**config.mk**
```make
export PLATFORM = sky130hd
export DESIGN_NAME = fp_serial_tx
export DESIGN_NICKNAME = d
export VERILOG_FILES = /design/src/rtl/fp_serial_tx.sv
export SDC_FILE = /design/constraint.sdc
export NUM_CORES = 1
export LEC_CHECK = 0
export ABC_AREA = 1
export CAP_MARGIN = 20
export CORE_ASPECT_RATIO = 0.9
export CORE_MARGIN = 2
export CORE_UTILIZATION = 45
export DETAILED_ROUTE_END_ITERATION = 8
export PLACE_DENSITY = 0.74
export SLEW_MARGIN = 40
export SYNTH_ARGS = -nofsm -noshare
export SYNTH_HDL_FRONTEND = slang
export SYNTH_SLANG_ARGS = --single-unit
```
**constraint.sdc**
```tcl
create_clock -name clk -period 4.1 [get_ports clk]
set_input_delay 0.615 -clock clk [delete_from_list [all_inputs] [get_ports clk]]
set_output_delay 0.615 -clock clk [all_outputs]
set_load 0.01 [all_outputs]
```
**src/rtl/fp_serial_tx.sv**
```systemverilog
// Serial transmitter for the packed {sign, exponent, significand} byte: start, 8 data bits LSB first, optional
// even parity (enabled by defining FP_SERIAL_TX_PARITY_EN), stop. A one-entry hold register decouples the converter.
module fp_serial_tx #(
    parameter int CLKS_PER_BIT = 16
) (
    input  logic       clk,
    input  logic       rst,
    input  logic       s_in,
    input  logic [2:0] e_in,
    input  logic [3:0] f_in,
    input  logic       in_valid,
    output logic       in_ready,
    output logic       tx,
    output logic       busy,
    output logic [2:0] state_dbg
);

    // Handshake: a word transfers on a rising edge where in_valid && in_ready; in_ready is low while the
    // hold register is occupied, so the producer must keep s_in/e_in/f_in stable until that edge.

`ifdef FP_SERIAL_TX_PARITY_EN
    typedef enum logic [2:0] {IDLE = 3'd0, START = 3'd1, DATA = 3'd2, PARITY = 3'd3, STOP = 3'd4} state_t;
`else
    typedef enum logic [2:0] {IDLE = 3'd0, START = 3'd1, DATA = 3'd2, STOP = 3'd4} state_t;
`endif

    state_t     state, state_n;
    logic [7:0] hold_reg;
    logic       hold_full;
    logic [7:0] shift_reg;
    logic [7:0] baud_cnt;
    logic [2:0] bit_cnt;
    logic       baud_last;
    logic       load;
    logic       bit_adv;
    logic       tx_n;
    logic       accept;
`ifdef FP_SERIAL_TX_PARITY_EN
    logic       parity_r;
`endif

    assign in_ready  = ~hold_full;
    assign busy      = (state != IDLE);
    assign state_dbg = state;
    assign accept    = in_valid & in_ready;
    assign baud_last = (baud_cnt == 8'(CLKS_PER_BIT - 1));

    always_comb begin
        state_n = state;
        load    = 1'b0;
        bit_adv = 1'b0;
        tx_n    = 1'b1;
        case (state)
            IDLE: begin
                if (hold_full) begin
                    load    = 1'b1;
                    state_n = START;
                end
            end
            START: begin
                tx_n = 1'b0;
                if (baud_last) state_n = DATA;
            end
            DATA: begin
                tx_n = shift_reg[0];
                if (baud_last) begin
                    bit_adv = 1'b1;
                    if (bit_cnt == 3'd7) begin
`ifdef FP_SERIAL_TX_PARITY_EN
                        state_n = PARITY;
`else
                        state_n = STOP;
`endif
                    end
                end
            end
`ifdef FP_SERIAL_TX_PARITY_EN
            PARITY: begin
                tx_n = parity_r;
                if (baud_last) state_n = STOP;
            end
`endif
            STOP: begin
                // A waiting word chains straight into the next start bit, no idle cycle between frames.
                if (baud_last) begin
                    if (hold_full) begin
                        load    = 1'b1;
                        state_n = START;
                    end else begin
                        state_n = IDLE;
                    end
                end
            end
            default: state_n = IDLE;
        endcase
    end

    // tx is registered from the current state, so the line trails the state register by one cycle.
    always_ff @(posedge clk) begin
        if (rst) begin
            state     <= IDLE;
            tx        <= 1'b1;
            hold_reg  <= 8'h00;
            hold_full <= 1'b0;
            shift_reg <= 8'h00;
            baud_cnt  <= 8'h00;
            bit_cnt   <= 3'd0;
`ifdef FP_SERIAL_TX_PARITY_EN
            parity_r  <= 1'b0;
`endif
        end else begin
            state <= state_n;
            tx    <= tx_n;

            if (accept) begin
                hold_reg  <= {s_in, e_in, f_in};
                hold_full <= 1'b1;
            end else if (load) begin
                hold_full <= 1'b0;
            end

            if (load)         shift_reg <= hold_reg;
            else if (bit_adv) shift_reg <= {1'b0, shift_reg[7:1]};

`ifdef FP_SERIAL_TX_PARITY_EN
            if (load) parity_r <= ^hold_reg;
`endif

            if (state_n != state || bit_adv || state == IDLE) baud_cnt <= 8'h00;
            else                                              baud_cnt <= baud_cnt + 8'h01;

            if (bit_adv) bit_cnt <= bit_cnt + 3'd1;
        end
    end

endmodule

```
==> results_dict.tcl <==
set metrics [dict create \
    status "completed" \
    cts-htree-levels 2 \
    finalSetupViolCount 0 \
    dr_wl_met2_um 1160 \
    post_cts_buffers 0 \
    crit_type "reg2out" \
    leakagePower_nw 0.689 \
    drt_iter0_drc 36 \
    gp_congestion 0.753 \
    grt_pass1_vias 1079 \
    clk_path_buf_depth 2 \
    p_per_area_mw_per_mm2 352 \
    highest_layer "met4" \
    finalHoldViolCount 0 \
    antenna_found_initial 0 \
    crit_cells 3 \
    area_growth_pct 16.2 \
    dieArea_mm2 0.00371 \
    fillers 305 \
    startpoint "state_dbg[2]" \
    arrival_ps 1540 \
    cp_top_family "buffers and inverters" \
    final_min_period_over_clock_period 0.525 \
    io_buffers 16 \
    crit_fanout 4 \
    holdBufCountCts 0 \
    grt_first_pass_wirelength_um 4640 \
    yosysWarnings 0 \
    tns_ps 0 \
    crit_required_ps 3480 \
    grtUsageTotal 0.164 \
    cts_buffers 5 \
    start_util 0.475 \
    final_nets 219 \
    wl_um 2550 \
    period_minus_slack_ps 2150 \
    max-cap-violations 0 \
    cpPeakStageDelay_ps 550 \
    r2r-end "shift_reg[7]" \
    m1WireLength_um 1240 \
    crit_path_end_kind "output pin" \
    route.met3.wl_um 116 \
    clock.fmax_mhz 465 \
    num_rows 19 \
    ys_ff_latch 32 \
    drtPass1Iterations 4 \
    grt_start_max_net_pins 17 \
    setup_slack_ps 1950 \
    endpoint "busy" \
    placement.setup.worst_slack_ps 1890 \
    cts_resized 0 \
    synth_cell_types 23 \
    wl_per_cell_um 10.3 \
    cts_sinks 32 \
    io_pins 17 \
    r2r_cells 9 \
    ant_nets 0 \
    hold_class "reg2reg" \
    die_w_um 64.0 \
    final_cell_mix "dfxtp_1, nor2_1, nand3_1" \
    ys_seq_area_frac 0.440 \
    regToRegSetupSlack_ps 2480 \
    n_antenna_cell 0 \
    clock_skew_ps 8.83 \
    path_buf_inv 2 \
    syn_nets 201 \
    worst_pin_slew_ps 456 \
    r2r_start "baud_cnt[0]" \
    irDropWorstVdd_mv 0.210 \
    clock_latency_ps 340 \
    holdWs_ps 456 \
    final_layout_size_suffix_gt1_frac 0.146 \
    num_vias 1180 \
    syn_inst 187 \
    cp_slowest_cell "clkdlybuf4s50_1" \
    path_cells "inv_1, nand2_1, clkdlybuf4s50_1" \
    synth_area_mm2 0.00146 \
    final_common_cell "dfxtp_1" \
    cts_tree "yes" \
    core_mm2 0.00307 \
    slew_headroom 0.695 \
    via_per_inst 4.76 \
    drv_slew 0 \
    die_height_um 58.0 \
    rsz0062_at_grt "false" \
    overflow 0 \
    cp-start-kind "register" \
    syn_avg_cell_area_um2 7.79 \
    hpwlAfterDp_um 1890 \
    clk_root_buffer_cell "clkbuf_4" \
    path_clk_slew_ps 90 \
    drc_errors 0 \
]
## Yosys cell counts (all sizes together)
| cell type | n | area, µm² |
|---|---|---|
| nor2 | 35 | 159 |
| dfxtp | 32 | 641 |
| nand2 | 29 | 144 |
| nand3 | 24 | 130 |
| inv | 19 | 71.3 |
| a21oi | 18 | 97.6 |
| o21ai | 14 | 77.6 |
| buf | 3 | 27.5 |
| ha | 3 | 37.5 |
| xnor2 | 3 | 26.3 |
| xor2 | 3 | 26.3 |
| clkbuf | 2 | 7.51 |
| nand4 | 1 | 6.26 |
| nor3 | 1 | 5.00 |
## how the worst min path moves through the flow
| stage | from | endpoint | slack [ps] | cells past startpoint |
|---|---|---|---|---|
| after floorplan | baud_cnt[0] | baud_cnt[0] | 420 | 1 |
| after global routing | hold_reg[3] | hold_reg[3] | 490 | 2 |
| after CTS | hold_reg[3] | hold_reg[3] | 460 | 2 |
| final | baud_cnt[0] | baud_cnt[0] | 460 | 1 |
| after global placement | baud_cnt[0] | baud_cnt[0] | 430 | 1 |
| after detailed placement | hold_reg[4] | hold_reg[4] | 450 | 2 |
## final cells by class
type | instances | area, µm² | area share
inverters | 19 | 71.3 | 0.0421
repair buffers | 16 | 160 | 0.0946
flip-flops and latches | 32 | 641 | 0.378
clock buffers | 8 | 58.8 | 0.0347
well taps | 42 | 52.6 | 0.0310
multi-input cells | 131 | 709 | 0.419
## metal layers
| layer | vias up | track usage |
|---|---|---|
| li1 | 642 | - |
| met1 | 516 | 0.199 |
| met2 | 17 | 0.266 |
| met3 | 5 | 0.0641 |
| met4 | 0 | 0.0559 |
| met5 | - | 0 |
## worst reg2reg max path, cell delays in order, from the launching register on
cell and delay, ps:
dfxtp_1 360, ha_1 240, nand2_2 80, nor2_2 140
nand3_2 160, nand2_4 140, nand2_4 130, inv_2 110
nand2_1 60, a21oi_1 130
## power breakdown
group          switching [W]  total (W)  internal [W]
clock              0.0000999   0.000184     0.0000845
combinational      0.0000414  0.0000754     0.0000341
sequential        0.00000838   0.000336      0.000328
total               0.000150   0.000596      0.000446
## through the flow
step | power, W | utilization | std cells | instance area, µm²
3_5_place_dp | 0.000420 | 0.533 | 240 | 1630
2_1_floorplan | 0.000396 | - | 187 | 1460
6_report | 0.000596 | 0.552 | 248 | 1690
4_1_cts | 0.000602 | 0.552 | 248 | 1690
3_3_place_gp | 0.000418 | 0.533 | 240 | 1630
5_1_grt | 0.000631 | 0.552 | 248 | 1690
## cells by family after synthesis
family / Yosys count / share of synthesized area
AND/OR/NAND/NOR: 90 / 0.305
flip-flops: 32 / 0.440
adder cells (fa/ha/maj): 3 / 0.0258
AO/OA/AOI/OAI: 32 / 0.120
buffers and inverters: 24 / 0.0730
XOR/XNOR: 6 / 0.0361
(Power assumes the default switching activity.)
